`src/rtl/sdram_wb_port.sv`:
```
// rtl/sdram_wb_port.sv - Wishbone 32-bit slave to 16-bit SDRAM request bridge with a one-line read buffer.
// Optional SDRAM_WB_PORT_WRITE_UPDATE_EN: writes hitting the buffered line merge into it instead of invalidating it.
module sdram_wb_port #(
  parameter int BURST_LENGTH = 8
) (
  input  logic        sdram_clk,
  input  logic        sdram_rst,
  input  logic [31:0] wb_adr_i,
  input  logic [31:0] wb_dat_i,
  input  logic [3:0]  wb_sel_i,
  input  logic        wb_we_i,
  input  logic        wb_cyc_i,
  input  logic        wb_stb_i,
  output logic [31:0] wb_dat_o,
  output logic        wb_ack_o,
  output logic [31:0] sdram_adr_o,
  output logic [15:0] sdram_dat_o,
  output logic [1:0]  sdram_sel_o,
  output logic        sdram_acc_o,
  output logic        sdram_we_o,
  output logic        sdram_dv_o,
  input  logic        sdram_ack_i,
  input  logic        sdram_vld_i,
  input  logic [31:0] sdram_adr_i,
  input  logic [15:0] sdram_dat_i
);
  localparam int LINE_AW = (BURST_LENGTH == 8) ? 4 : 3;
  localparam int TAG_W   = 32 - LINE_AW;
  localparam int IDX_W   = LINE_AW - 1;
  localparam int KW      = LINE_AW - 2;
  localparam int CNT_W   = $clog2(BURST_LENGTH) + 1;

  typedef enum logic [2:0] {IDLE, WR_HI, WR_LO, RD_REQ, RD_FILL, ACK} state_t;

  state_t           state_q, state_d;
  logic             acc_q, acc_d, we_q, we_d, dv_q, dv_d, ack_q, ack_d, valid_q, valid_d;
  logic [31:0]      adr_q, adr_d, wb_dat_q, wb_dat_d;
  logic [15:0]      dat_q, dat_d;
  logic [1:0]       sel_q, sel_d;
  logic [TAG_W-1:0] tag_q, tag_d;
  logic [KW-1:0]    k_q, k_d;
  logic [CNT_W-1:0] cnt_q, cnt_d;
  logic [15:0]      buf_q [BURST_LENGTH];
  logic [15:0]      buf_d [BURST_LENGTH];

  logic             start, hit;
  logic [TAG_W-1:0] req_tag;
  logic [KW-1:0]    req_k;
  logic [IDX_W-1:0] beat_idx;
  logic             unused_bits;

  assign start    = wb_cyc_i & wb_stb_i;
  assign req_tag  = wb_adr_i[31:LINE_AW];
  assign req_k    = wb_adr_i[LINE_AW-1:2];
  assign hit      = valid_q && (tag_q == req_tag);
  assign beat_idx = sdram_adr_i[LINE_AW-1:1];
  assign unused_bits = ^{sdram_adr_i[31:LINE_AW], sdram_adr_i[0], wb_adr_i[1:0]};

`ifdef SDRAM_WB_PORT_WRITE_UPDATE_EN
  function automatic logic [15:0] merge_hw(input logic [15:0] old_hw, input logic [15:0] new_hw,
                                           input logic [1:0] sel);
    return {sel[1] ? new_hw[15:8] : old_hw[15:8], sel[0] ? new_hw[7:0] : old_hw[7:0]};
  endfunction
`endif

  always_comb begin
    state_d  = state_q;
    acc_d    = acc_q;
    we_d     = we_q;
    dv_d     = dv_q;
    ack_d    = 1'b0;
    valid_d  = valid_q;
    adr_d    = adr_q;
    wb_dat_d = wb_dat_q;
    dat_d    = dat_q;
    sel_d    = sel_q;
    tag_d    = tag_q;
    k_d      = k_q;
    cnt_d    = cnt_q;
    buf_d    = buf_q;
    unique case (state_q)
      IDLE: begin
        if (start) begin
          if (wb_we_i) begin
            if (hit) begin
`ifdef SDRAM_WB_PORT_WRITE_UPDATE_EN
              buf_d[{req_k, 1'b0}] = merge_hw(buf_q[{req_k, 1'b0}], wb_dat_i[31:16], wb_sel_i[3:2]);
              buf_d[{req_k, 1'b1}] = merge_hw(buf_q[{req_k, 1'b1}], wb_dat_i[15:0], wb_sel_i[1:0]);
`else
              valid_d = 1'b0;
`endif
            end
            acc_d   = 1'b1;
            we_d    = 1'b1;
            dv_d    = 1'b1;
            adr_d   = {wb_adr_i[31:2], 2'b00};
            dat_d   = wb_dat_i[31:16];
            sel_d   = wb_sel_i[3:2];
            state_d = WR_HI;
          end else if (hit) begin
            wb_dat_d = {buf_q[{req_k, 1'b0}], buf_q[{req_k, 1'b1}]};
            ack_d    = 1'b1;
            state_d  = ACK;
          end else begin
            // The fill overwrites the line in place, so the old contents stop being trustworthy now.
            valid_d = 1'b0;
            acc_d   = 1'b1;
            we_d    = 1'b0;
            dv_d    = 1'b0;
            adr_d   = {req_tag, {LINE_AW{1'b0}}};
            k_d     = req_k;
            cnt_d   = '0;
            state_d = RD_REQ;
          end
        end
      end
      WR_HI: begin
        if (sdram_ack_i) begin
          adr_d   = adr_q + 32'd2;
          dat_d   = wb_dat_i[15:0];
          sel_d   = wb_sel_i[1:0];
          state_d = WR_LO;
        end
      end
      WR_LO: begin
        if (sdram_ack_i) begin
          acc_d   = 1'b0;
          we_d    = 1'b0;
          dv_d    = 1'b0;
          ack_d   = 1'b1;
          state_d = ACK;
        end
      end
      RD_REQ, RD_FILL: begin
        // Beat position comes from the returned address so wrapped bursts land correctly.
        if (sdram_vld_i) begin
          buf_d[beat_idx] = sdram_dat_i;
          cnt_d = cnt_q + 1'b1;
        end
        if (state_q == RD_REQ) begin
          if (sdram_ack_i) begin
            acc_d   = 1'b0;
            state_d = RD_FILL;
          end
        end else if (cnt_d == CNT_W'(BURST_LENGTH)) begin
          tag_d    = adr_q[31:LINE_AW];
          valid_d  = 1'b1;
          wb_dat_d = {buf_d[{k_q, 1'b0}], buf_d[{k_q, 1'b1}]};
          cnt_d    = '0;
          ack_d    = 1'b1;
          state_d  = ACK;
        end
      end
      ACK: state_d = IDLE;
      default: state_d = IDLE;
    endcase
  end

  always_ff @(posedge sdram_clk or posedge sdram_rst) begin
    if (sdram_rst) begin
      state_q  <= IDLE;
      acc_q    <= 1'b0;
      we_q     <= 1'b0;
      dv_q     <= 1'b0;
      ack_q    <= 1'b0;
      valid_q  <= 1'b0;
      adr_q    <= '0;
      wb_dat_q <= '0;
      dat_q    <= '0;
      sel_q    <= '0;
      tag_q    <= '0;
      k_q      <= '0;
      cnt_q    <= '0;
      for (int i = 0; i < BURST_LENGTH; i++) buf_q[i] <= '0;
    end else begin
      state_q  <= state_d;
      acc_q    <= acc_d;
      we_q     <= we_d;
      dv_q     <= dv_d;
      ack_q    <= ack_d;
      valid_q  <= valid_d;
      adr_q    <= adr_d;
      wb_dat_q <= wb_dat_d;
      dat_q    <= dat_d;
      sel_q    <= sel_d;
      tag_q    <= tag_d;
      k_q      <= k_d;
      cnt_q    <= cnt_d;
      buf_q    <= buf_d;
    end
  end

  assign wb_dat_o    = wb_dat_q;
  assign wb_ack_o    = ack_q;
  assign sdram_adr_o = adr_q;
  assign sdram_dat_o = dat_q;
  assign sdram_sel_o = sel_q;
  assign sdram_acc_o = acc_q;
  assign sdram_we_o  = we_q;
  assign sdram_dv_o  = dv_q;
endmodule

```
`config.mk`:
```
export PLATFORM = sky130hd
export DESIGN_NAME = sdram_wb_port
export DESIGN_NICKNAME = d
export VERILOG_FILES = /design/src/rtl/sdram_wb_port.sv
export SDC_FILE = /design/constraint.sdc
export NUM_CORES = 1
export LEC_CHECK = 0
export ABC_AREA = 1
export BUFFER_PORTS_ARGS = -buffer_cell sky130_fd_sc_hd__buf_2
export CORE_MARGIN = 4
export CORE_UTILIZATION = 55
export CTS_BUF_LIST = sky130_fd_sc_hd__clkbuf_8 sky130_fd_sc_hd__clkbuf_16
export CTS_CLUSTER_SIZE = 24
export DETAILED_ROUTE_END_ITERATION = 7
export GPL_TIMING_DRIVEN = 0
export HOLD_SLACK_MARGIN = 0.12
export PLACE_DENSITY = 0.79
export SLEW_MARGIN = 20
export SYNTH_ARGS = -nofsm -noshare
export SYNTH_HDL_FRONTEND = slang
export SYNTH_SLANG_ARGS = --single-unit
```
`constraint.sdc`:
```
create_clock -name sdram_clk -period 14.7 [get_ports sdram_clk]
set_input_delay 2.94 -clock sdram_clk [delete_from_list [all_inputs] [get_ports sdram_clk]]
set_output_delay 2.94 -clock sdram_clk [all_outputs]
set_load 0.01 [all_outputs]
```
==> PnR_summary.wiki, run 1 <==
{| class="wikitable"
! Metric !! Value
|-
| Result of the run || complete, no violations
|-
| Clock sink count || 250
|-
| Dominant combinational cell family by area after synthesis || simple AND/OR/NAND/NOR gates
|-
| First-pass GRT wire length || 83000 µm
|-
| Max-cap viol count || 0
|-
| Setup tns final || 0 ps
|-
| Most common cell after layout, fill and taps aside || nand2_1
|-
| Vertical extent of the die || 173 µm
|-
| Clock period minus final worst setup slack || 4520 ps
|-
| Share of flip-flops with an asynchronous set or reset after synthesis || 100%
|-
| Deepest level of the CTS H-tree || 1
|-
| Gate count after technology mapping || 2241
|-
| Period Utilization, post-route || 30.7%
|-
| Placed Cells || 2758
|-
| Global router's overall resource usage || 33.8%
|-
| Synth Area in Adders || 0.166%
|-
| Area fraction of the dominant cell type after synthesis || 41.6%
|-
| Via count of the first global-routing pass || 15400
|-
| RSZ-0062 raised after global routing || no
|-
| Syn Nets || 2366
|-
| Number of nets in the finished design || 2572
|-
| Static Leak || 9.00 nW
|-
| Post-CTS Hold Buffers || 0
|-
| Basic-gate share of the synthesized area counting and, or, nand and nor cells || 30.3%
|-
| Worst Path Arrival || 5010 ps
|-
| Remaining max-slew budget at the tightest pin || 52.6%
|-
| Warnings, synthesis || 0
|-
| Buffer cell driving the clock tree root || clkbuf_16
|-
| Power density over the cells || 218 mW/mm²
|-
| Number of synthesized register bits || 250
|-
| Remaining Overflow, GRT || 0
|-
| HPWL after detailed placement || 38600 µm
|-
| Number of antenna violations at the first check in global routing || 0
|-
| Number of nets with antenna violations after detailed routing || 0
|-
| Initial DRT Pass Iterations || 6
|-
| Starting Density || 55.8%
|-
| Type of element capturing the critical path || register
|-
| Largest fanout on the critical path || 10
|-
| Clock-pin transition on the worst setup and hold timing paths || 60 ps
|-
| Min setup slack post-route || 10180 ps
|-
| Count of placed standard cells in the final layout, fillers left out || 2807
|-
| Number of pins exceeding their max-slew limit in the final report || 0
|-
| CTS max path bufs || 3
|-
| Critical Path, Cell by Cell || buf_2 -> inv_1 -> nand2_1 -> nand2_1 -> inv_1 -> nand2_1 -> nor2_1 -> nand2_1 -> nor2_1 -> nand3_1 -> nand2_1 -> buf_2 -> nand4_1 -> nand2_1
|-
| Final Wtd Congestion || 1.02
|-
| Worst ir drop on vdd || 0.142 mV
|-
| Routed wirelength normalized by instance count || 18.6 µm
|-
| Post-synthesis xor/xnor area fraction || 1.40%
|-
| Detailed Route WL || 52100 µm
|-
| Pin slew with the least headroom to its limit || 711 ps
|-
| Post-cts gate resize count || 0
|-
| Largest stage delay on the critical path || 410 ps
|-
| Setup violation total in the final timing report || 0
|-
| Core region area || 0.0270 mm²
|-
| Die footprint || 0.0300 mm²
|-
| Top Usage Layer GRT || met2
|-
| Number of enable flip-flop cells after synthesis || 0
|-
| Syn-to-layout area delta || 15.0%
|-
| I/O Pins || 209
|-
| Count of buffers added by post-CTS timing repair for setup || 0
|-
| Avg Inst Size Synth || 6.71 µm²
|-
| Setup crit start kind || input pin
|-
| Post-synth top area cell || dfrtp_1
|-
| Final hold slack || 470 ps
|-
| Minimum setup slack after placement || 9690 ps
|-
| Commonest cells after routing, fill and taps aside || nand2_1, o21ai_0, dfrtp_1
|-
| M1 GR Usage || 45.3%
|-
| Worst endpoint required time || 15200 ps
|-
| Multiplexer share of the synthesized area || 0%
|-
| Kind of path behind the tightest hold check || register to register
|-
| TritonCTS clock tree || yes
|-
| Cell occurring most often along the worst timing path || nand2_1
|-
| Unique cell type count in the Yosys netlist || 37
|-
| Top flip-flop cell by instance count after synthesis || dfrtp_1
|-
| Number of buffers created by CTS || 28
|-
| Slowest stage cell, crit path || nand2_1
|-
| Via count || 16100
|-
| Fmax || 221 MHz
|-
| Part of the Yosys area used for sequential elements || 41.6%
|-
| Clock Latency Late Sink || 570 ps
|-
| Count of buffers from port buffering || 174
|-
| Number of hold-slack violations in the final timing report || 0
|-
| Initial DRC Count || 1635
|-
| Summed instance area of the synthesized netlist || 0.0150 mm²
|-
| Start-to-end type of the worst setup path || input pin to register
|-
| Share of cells above drive strength 1 || 11.7%
|-
| Global-route track usage on met3 || 7.24%
|-
| Largest cells by area after synthesis || dfrtp_1, nand2_1, o21ai_0
|-
| Floorplan row count || 60
|-
| Post-route clock skew || 28.5 ps
|-
| Largest net degree at the start of global routing || 97
|-
| Number of remaining DRC errors || 0
|-
| Post-synthesis compound-gate area fraction || 16.3%
|-
| X dimension of the die || 173 µm
|-
| Met2 usage || 54.3%
|-
| Via count normalized by instance count || 5.73
|}
Yosys cell counts, types with 17 or more instances:
library cell	count
a21oi_1	71
a31oi_1	18
buf_2	38
clkbuf_1	81
dfrtp_1	250
inv_1	231
nand2_1	787
nand3_1	180
nand4_1	34
nor2_1	73
nor3_1	18
o21ai_0	375
xor2_1	17
final cells by class:
| class | instances | area, µm² |
|---|---|---|
| clock buffer | 37 | 836 |
| multi-input combinational | 1615 | 7250 |
| timing repair buffer | 176 | 926 |
| sequential | 250 | 6260 |
| fill | 2523 | 9670 |
| antenna | 1 | 2.50 |
| clock inverter | 11 | 48.8 |
| buffer | 139 | 633 |
| inverter | 237 | 897 |
| tap | 341 | 427 |
power by group:
group	internal, W	switching, W
clock	0.000393	0.000289
sequential	0.000984	0.000215
combinational	0.000612	0.00127
sequential cells by signal, indices dropped and copies added, names as in the netlist:
register	count
buf_q	128
wb_dat_o	32
sdram_adr_o	31
tag_q	28
sdram_dat_o	16
cnt_q	4
state_q	3
k_q	2
sdram_sel_o	2
sdram_acc_o	1
sdram_dv_o	1
valid_q	1
wb_ack_o	1
per-stage QoR:
step           util (%)  cell area [µm²]  power (W)
2_1_floorplan         -            15000    0.00241
3_3_place_gp       60.6            16300    0.00297
5_1_grt            64.1            17300    0.00405
6_report           64.1            17300    0.00376
4_1_cts            64.1            17300    0.00373
3_5_place_dp       60.8            16400    0.00303
cell families (layout without fill, tap and decap cells):
logic type,after synthesis,in the layout
AOI/OAI and AO/OA,481,481
other,1,2
buffers and inverters,376,600
adders and majority gates,2,2
and+or+nand+nor,1107,1107
xor gates and xnor gates,24,24
DFF,250,250
layer usage:
layer	up-vias	share of wire, %
met5	-	0
met4	0	4.4
met3	121	11
met2	888	45
met1	7434	40
li1	7628	-
worst max-delay path, delay by kind of cell:
kind	cells	cell delay [ps]
simple gates	10	1530
buf+inv	4	520
final timing paths:
check                             start             end  cells after the start  slack, ps
max reg2reg                   tag_q[20]    wb_dat_o[31]                     12      12310
max                        wb_adr_i[19]    wb_dat_o[31]                     14      10180
max in group asynchronous     sdram_rst       buf_q[94]                      4      11000
min                             valid_q         valid_q                      2        470
min in group asynchronous     sdram_rst  sdram_sel_o[1]                      2       2430
min reg2reg                     valid_q         valid_q                      2        470
Power figures use the tool's default switching activity.
==> run 2: changes to the inputs <==
- ABC_AREA: 1 -> 0
- CORE_UTILIZATION: 55 -> 53
- PLACE_DENSITY: 0.79 -> 0.8
- clock period: 14.7 -> 3.75 ns (I/O delays scaled with it)
==> run 2 against run 1 <==
Compared with the run above: cell count is 34% lower; combinational power grew to 2.8 times the previous value; wire length down 17%; highest routed layer unchanged.
==> PnR_summary.wiki, run 2 <==
{| class="wikitable"
! Metric !! Value
|-
| Worst min-delay path startpoint || sdram_sel_o[0]
|-
| Buffer cell driving the clock tree root || clkbuf_16
|-
| Cell depth of the worst hold path || 2 (unchanged)
|-
| Number of nets with antenna violations after detailed routing || 0 (unchanged)
|-
| Detailed-routed wire length on met3 || 4210 µm (-27%)
|-
| Start-to-end type of the worst setup path || register to register
|-
| Initial DRT Pass Iterations || 6 (unchanged)
|-
| Most common cell after layout, fill and taps aside || dfrtp_1
|-
| Post-synth top area cell || dfrtp_1
|-
| Core region area || 0.0270 mm² (+0.28%)
|-
| TritonCTS clock tree || yes
|-
| Starting Density || 54.1% (-1.7 points)
|-
| Startpoint of the worst register-to-register path || state_q[1]
|-
| Most common cell in the netlist || dfrtp_1
|-
| Count of buffers from port buffering || 169 (-2.9%)
|-
| Wire length on met2 || 20400 µm (-13%)
|-
| Number of remaining DRC errors || 0 (unchanged)
|-
| Largest net degree at the start of global routing || 35 (-64%)
|-
| Clock Latency Late Sink || 560 ps (about the same)
|-
| Area fraction of the dominant cell type after synthesis || 42.8% (+1.2 points)
|-
| Floorplan row count || 60 (unchanged)
|-
| Syn-to-layout area delta || 16.8%
|-
| Result of the run || complete, no violations
|-
| Clock-pin transition on the worst setup and hold timing paths || 60 ps (about the same)
|-
| First-pass GRT wire length || 68100 µm (-18%)
|-
| Global router's overall resource usage || 27.8% (-5.9 points)
|-
| HPWL after detailed placement || 30300 µm (-22%)
|-
| Worst endpoint required time || 4200 ps (-11000 ps)
|-
| Top flip-flop cell by instance count after synthesis || dfrtp_1
|-
| Remaining Overflow, GRT || 0 (unchanged)
|-
| Post-route cell area || 0.0171 mm² (-1.2%)
|-
| CTS max path bufs || 3 (unchanged)
|-
| Kind of path behind the tightest hold check || register to register
|-
| Number of pins exceeding their max-slew limit in the final report || 0 (unchanged)
|-
| Summed instance area of the synthesized netlist || 0.0146 mm² (-2.8%)
|-
| Syn Nets || 1395 (-41%)
|-
| Initial DRC Count || 1471 (-10%)
|-
| Die footprint || 0.0303 mm² (+0.87%)
|-
| Largest stage delay on the critical path || 700 ps (+290 ps)
|-
| Worst Path Arrival || 3310 ps (-1700 ps)
|-
| Slowest stage cell, crit path || buf_1
|-
| Worst setup startpoint || state_q[1]
|-
| Worst ir drop on vdd || 0.427 mV (+200%)
|-
| Period Utilization, post-route || 76.3%
|-
| Most frequent cells after synthesis || dfrtp_1, mux2_2, mux2i_1, a21oi_1, nand2_1
|-
| Via count || 12000 (-26%)
|-
| Routed wirelength normalized by instance count || 23.6 µm (+27%)
|-
| RSZ-0062 raised after global routing || no
|-
| Clock sink count || 250 (unchanged)
|-
| Max-cap viol count || 0 (unchanged)
|-
| Via count normalized by instance count || 6.50 (+14%)
|-
| Remaining max-slew budget at the tightest pin || 35.8% (-17 points)
|-
| Post-cts gate resize count || 0 (unchanged)
|-
| Clock period minus final worst setup slack || 2860 ps
|-
| Number of antenna violations at the first check in global routing || 0 (unchanged)
|-
| Number of buffers created by CTS || 27 (-3.6%)
|-
| Setup violation total in the final timing report || 0 (unchanged)
|-
| Area post-placement || 0.0161 mm² (-1.9%)
|-
| X dimension of the die || 174 µm (+0.43%)
|-
| Commonest cells after routing, fill and taps aside || dfrtp_1, mux2_2, buf_2
|-
| Buf+Inv Stages, Crit Path || 3 (-1)
|-
| Final Wtd Congestion || 0.947 (-6.8%)
|-
| Gate count after technology mapping || 1270 (-43%)
|-
| Number of enable flip-flop cells after synthesis || 0 (unchanged)
|-
| I/O Pins || 209 (unchanged)
|-
| Largest cells by area after synthesis || dfrtp_1, mux2_2, mux2i_1
|-
| Post-route clock skew || 41.2 ps (+12.8 ps)
|-
| Number of synthesized register bits || 250 (unchanged)
|-
| Share of flip-flops with an asynchronous set or reset after synthesis || 100% (unchanged)
|-
| Pin slew with the least headroom to its limit || 954 ps (+243 ps)
|-
| Register containing the most flip-flops in the final layout || buf_q
|-
| Fmax || 349 MHz
|-
| Vertical extent of the die || 174 µm (+0.43%)
|-
| Critical Path, Cell by Cell || buf_2 -> nor2_1 -> nand2_1 -> nand2_1 -> buf_2 -> buf_1 -> a21oi_1 -> mux2_4
|-
| Highest metal layer with signal wires || met4
|-
| Largest fanout on the critical path || 10 (unchanged)
|-
| Gate family responsible for the most delay along the worst path || buffers and inverters
|-
| WP depth || 8 (-6)
|-
| Number of nets in the finished design || 1603 (-38%)
|-
| Number of hold-slack violations in the final timing report || 0 (unchanged)
|-
| Power density over the cells || 751 mW/mm² (+250%)
|-
| Depth of the worst register-to-register path || 8 (-4)
|-
| Final design utilization || 63.2% (-0.91 points)
|-
| Unique cell type count in the Yosys netlist || 78 (+110%)
|-
| Fillcell total || 2079 (-18%)
|-
| Type of element capturing the critical path || register
|-
| Avg Inst Size Synth || 11.5 µm² (+72%)
|-
| Via count of the first global-routing pass || 12000 (-22%)
|-
| Share of cells above drive strength 1 || 39.2% (+28 points)
|-
| Static Leak || 7.74 nW (-14%)
|-
| Detailed Route WL || 43500 µm (-17%)
|-
| Antenna diode count || 0 (-1)
|-
| Number of flip-flops in the largest register || 128 (unchanged)
|-
| Deepest level of the CTS H-tree || 1 (unchanged)
|-
| Setup crit start kind || register
|-
| Warnings, synthesis || 0 (unchanged)
|-
| Part of the Yosys area used for sequential elements || 42.8% (+1.2 points)
|-
| Wire length on met1 || 17300 µm (-17%)
|}
-- run 2: cell count changes after synthesis, moves of 28 or more --
cell,before,now
a221o_1,0,33
clkbuf_1,81,50
inv_1,231,10
mux2_2,0,221
mux2_4,0,28
mux2i_1,0,84
mux4_2,0,32
nand2_1,787,68
nand3_1,180,24
o21ai_0,375,49
o22ai_1,3,38
-- run 2: area by class of cell --
class                      instances  area, µm²  area share (%)
timing repair buffer             179       1040            6.11
buffer                           111        579            3.39
clock inverter                    18        244            1.43
clock buffer                      32        744            4.36
inverter                          12       48.8           0.286
multi-input combinational        897       7740            45.3
tap                              341        427            2.50
sequential                       250       6260            36.6
-- run 2: worst paths after layout --
kind                       slack (ps)        endpoint
setup / recovery                  890     wb_dat_o[7]
hold / removal                    480  sdram_sel_o[0]
setup reg to reg                  890     wb_dat_o[7]
hold reg to reg                   480  sdram_sel_o[0]
max in group asynchronous        1890       buf_q[67]
min in group asynchronous         650  sdram_dat_o[4]
-- run 2: power by group --
part           total [W]  switching (W)  internal, W
clock network    0.00297        0.00114      0.00182
registers        0.00459       0.000915      0.00368
logic            0.00527        0.00279      0.00248
-- run 2: what timing repair did --
| item | in CTS | in global routing |
|---|---|---|
| endpoints found under the setup margin | 0 | 0 |
| hold buffers | 1 | 0 |
| endpoints found under the hold margin | 2 | 0 |
| setup buffers | 0 | 0 |
-- run 2: metrics by stage --
step	setup WS (ps)	TNS [ps]	hold slack, ps	std cells	total power, W
final	889	0	479	1840	0.0128
after global routing	770	0	502	1840	0.0135
after CTS	948	0	479	1840	0.0127
after detailed placement	509	0	466	1789	0.00971
after global placement	-1710	-421010	462	1780	0.00943
after floorplan	-288	-71920	470	1270	0.00804
-- run 2: cell families after synthesis --
kind of cell / count (synthesis) / share of synthesized area, %
adder cells (fa/ha/maj): 2 / 0.171
AND/OR/NAND/NOR: 248 / 8.89
flip-flops: 250 / 42.8
AO/OA/AOI/OAI: 249 / 11.3
XOR/XNOR: 32 / 1.92
buffers and inverters: 123 / 4.27
other: 1 / 0.0257
multiplexers: 365 / 30.6
-- run 2: tightest hold or removal path: stages (launching register included) --
cell and delay [ps]:
dfrtp_1 330, nand2_1 40, o21ai_0 60
-- run 2: layer usage --
metal / GRT usage, % / vias up
li1: - / 5170
met1: 37.5 / 5933
met2: 44.4 / 712
met3: 6.39 / 143
met4: 10.4 / 0
met5: 0 / -
==> run 3: changes to the inputs <==
- CORE_UTILIZATION: 53 -> 55
- PLACE_DENSITY: 0.8 -> 0.79
- clock period: 3.75 -> 2.9 ns (I/O delays scaled with it)
==> run 3 against run 2 <==
Compared with the run above: clock power grew 23%; clock-buffer cell count increased by 2; design area fell by 0.26%; cell count down 0.38%; largest cell class unchanged.
==> PnR_summary.wiki, run 3 (synthesized netlist as in run 2, its figures left out) <==
{| class="wikitable"
! Metric !! Value
|-
| Result of the run || complete, no violations
|-
| Largest fanout on the critical path || 10 (unchanged)
|-
| Pin slew with the least headroom to its limit || 939 ps (-15.1 ps)
|-
| RSZ-0062 raised after global routing || no
|-
| Cell depth of the worst hold path || 3 (+1)
|-
| Largest net degree at the start of global routing || 35 (unchanged)
|-
| Remaining max-slew budget at the tightest pin || 37.1% (+1.3 points)
|-
| Count of placed standard cells in the final layout, fillers left out || 1833 (-0.38%)
|-
| Kind of path behind the tightest hold check || input pin to register
|-
| Floorplan row count || 59 (-1.7%)
|-
| Remaining Overflow, GRT || 0 (unchanged)
|-
| Post-route cell area || 0.0170 mm² (-0.26%)
|-
| Number of nets with antenna violations after detailed routing || 0 (unchanged)
|-
| Endpoint with the worst hold slack || sdram_adr_o[24]
|-
| Initial DRC Count || 1015 (-31%)
|-
| Setup violation total in the final timing report || 0 (unchanged)
|-
| Core region area || 0.0261 mm² (-3.3%)
|-
| Number of antenna violations at the first check in global routing || 0 (unchanged)
|-
| Area post-placement || 0.0161 mm² (-0.17%)
|-
| Number of nets in the finished design || 1604 (+0.062%)
|-
| Commonest cells after routing, fill and taps aside || dfrtp_1, mux2_2, buf_2
|-
| Final Wtd Congestion || 0.937 (-1.1%)
|-
| Register containing the most flip-flops in the final layout || buf_q
|-
| Starting Density || 55.9% (+1.8 points)
|-
| Via count normalized by instance count || 6.43 (-1.1%)
|-
| Detailed Route WL || 42500 µm (-2.2%)
|-
| Worst endpoint required time || 3320 ps (-880 ps)
|-
| Clock period minus final worst setup slack || 2840 ps (-22.0 ps)
|-
| Via count || 11800 (-1.5%)
|-
| Most common cell after layout, fill and taps aside || dfrtp_1
|-
| Clock-pin transition on the worst setup and hold timing paths || 60 ps (about the same)
|-
| Worst min-delay path startpoint || wb_adr_i[24]
|-
| Number of remaining DRC errors || 0 (unchanged)
|-
| Deepest level of the CTS H-tree || 1 (unchanged)
|-
| CTS max path bufs || 3 (unchanged)
|-
| Placed Cells || 1782 (-0.39%)
|-
| Buffer cell driving the clock tree root || clkbuf_16
|-
| Clock sink count || 250 (unchanged)
|-
| Die footprint || 0.0292 mm² (-3.5%)
|-
| HPWL after detailed placement || 30100 µm (-0.70%)
|-
| Number of buffers created by CTS || 27 (unchanged)
|-
| First-pass GRT wire length || 66700 µm (-1.9%)
|-
| Initial DRT Pass Iterations || 7 (+1)
|-
| Antenna diode count || 0 (unchanged)
|-
| Post-route clock skew || 15.1 ps (-26.1 ps)
|-
| Fmax || 352 MHz (+0.78%)
|-
| Start-to-end type of the worst setup path || register to register
|-
| Number of flip-flops in the largest register || 128 (unchanged)
|-
| R2r endpoint || wb_dat_o[9]
|-
| Setup crit start kind || register
|-
| Global router's overall resource usage || 28.9% (+1.0 points)
|-
| Depth of the worst register-to-register path || 8 (unchanged)
|-
| Clock Latency Late Sink || 550 ps (about the same)
|-
| Vertical extent of the die || 171 µm (-1.7%)
|-
| I/O Pins || 209 (unchanged)
|-
| Reg-to-reg setup timing slack || 60 ps (-830 ps)
|-
| Max-cap viol count || 0 (unchanged)
|-
| Static Leak || 7.73 nW (-0.19%)
|-
| Worst ir drop on vdd || 0.535 mV (+25%)
|-
| Setup tns final || 0 ps (unchanged)
|-
| Power density over the cells || 959 mW/mm² (+28%)
|-
| Routed wirelength normalized by instance count || 23.2 µm (-1.8%)
|-
| Worst Path Arrival || 3260 ps (-50 ps)
|-
| TritonCTS clock tree || yes
|-
| Final hold slack || 307 ps (-172 ps)
|-
| Syn-to-layout area delta || 16.5%
|-
| Share of cells above drive strength 1 || 39.3% (about the same)
|-
| Number of pins exceeding their max-slew limit in the final report || 0 (unchanged)
|-
| Startpoint of the worst register-to-register path || state_q[1]
|-
| Count of buffers from port buffering || 169 (unchanged)
|-
| Number of hold-slack violations in the final timing report || 0 (unchanged)
|-
| X dimension of the die || 171 µm (-1.7%)
|-
| Period Utilization, post-route || 97.9% (+22 points)
|-
| Type of element capturing the critical path || register
|-
| Via count of the first global-routing pass || 11900 (-0.76%)
|}
run 3: cell types whose count changed in the layout (fill, tap and decap cells not counted), sizes merged:
cell | previous run | this run
bufinv | 6 | 4
clkbuf | 82 | 85
clkinv | 6 | 4
run 3: stage by stage:
| stage | utilization [%] | setup WS, ps | total power [W] |
|---|---|---|---|
| 4_1_cts | 65.1 | 109 | 0.0162 |
| 5_1_grt | 65.2 | 8.85 | 0.0173 |
| 6_report | 65.2 | 60.5 | 0.0163 |
| 2_1_floorplan | - | -968 | 0.0104 |
| 3_5_place_dp | 61.4 | -153 | 0.0125 |
| 3_3_place_gp | 60.8 | -2430 | 0.0122 |
run 3: per-layer routing:
metal / wire [µm] / GRT usage, % / vias up
li1: - / - / 5169
met1: 16800 / 38.0 / 5863
met2: 20400 / 47.4 / 646
met3: 4050 / 6.65 / 103
met4: 1310 / 9.85 / 0
met5: 0 / 0 / -
run 3: worst max-delay path: stages (launching register included):
cell     delay, ps
dfrtp_1        370
buf_2          170
nor2_1          90
nand2_1        170
nand2_1        340
buf_2          330
buf_1          670
a21oi_1        260
mux2_4         330
run 3: final cells by class:
class | count | area [µm²]
Multi-Input combinational cell | 897 | 7740
Buffer | 111 | 581
Clock inverter | 14 | 170
Tap cell | 335 | 419
Sequential cell | 250 | 6260
Fill cell | 2043 | 9100
Clock buffer | 34 | 772
Inverter | 12 | 48.8
Timing Repair Buffer | 180 | 1050
run 3: timing repair:
action / in CTS / in global routing
gates resized for setup: 0 / 1
hold endpoints to repair: 6 / 0
endpoints found under the setup margin: 0 / 29
buffers inserted: 0 / 2
hold buffers: 1 / 0
run 3: worst max path at each step:
stage | startpoint | to | slack [ps] | depth (start not counted)
6_report | state_q[1] | wb_dat_o[9] | 60 | 8
5_1_grt | state_q[1] | wb_dat_o[9] | 9 | 8
4_1_cts | tag_q[22] | wb_dat_o[12] | 110 | 7
3_5_place_dp | wb_adr_i[26] | wb_dat_o[12] | -150 | 8
3_3_place_gp | sdram_rst | wb_dat_o[20] | -2430 | 2
2_1_floorplan | sdram_rst | buf_q[0] | -970 | 1
run 3: power by group:
group | switching [W] | total (W) | internal [W] | leakage (nW)
registers | 0.00118 | 0.00593 | 0.00476 | 3.24
logic | 0.00355 | 0.00675 | 0.00320 | 4.01
clock network | 0.00142 | 0.00364 | 0.00222 | 0.483
total | 0.00615 | 0.0163 | 0.0102 | 7.73
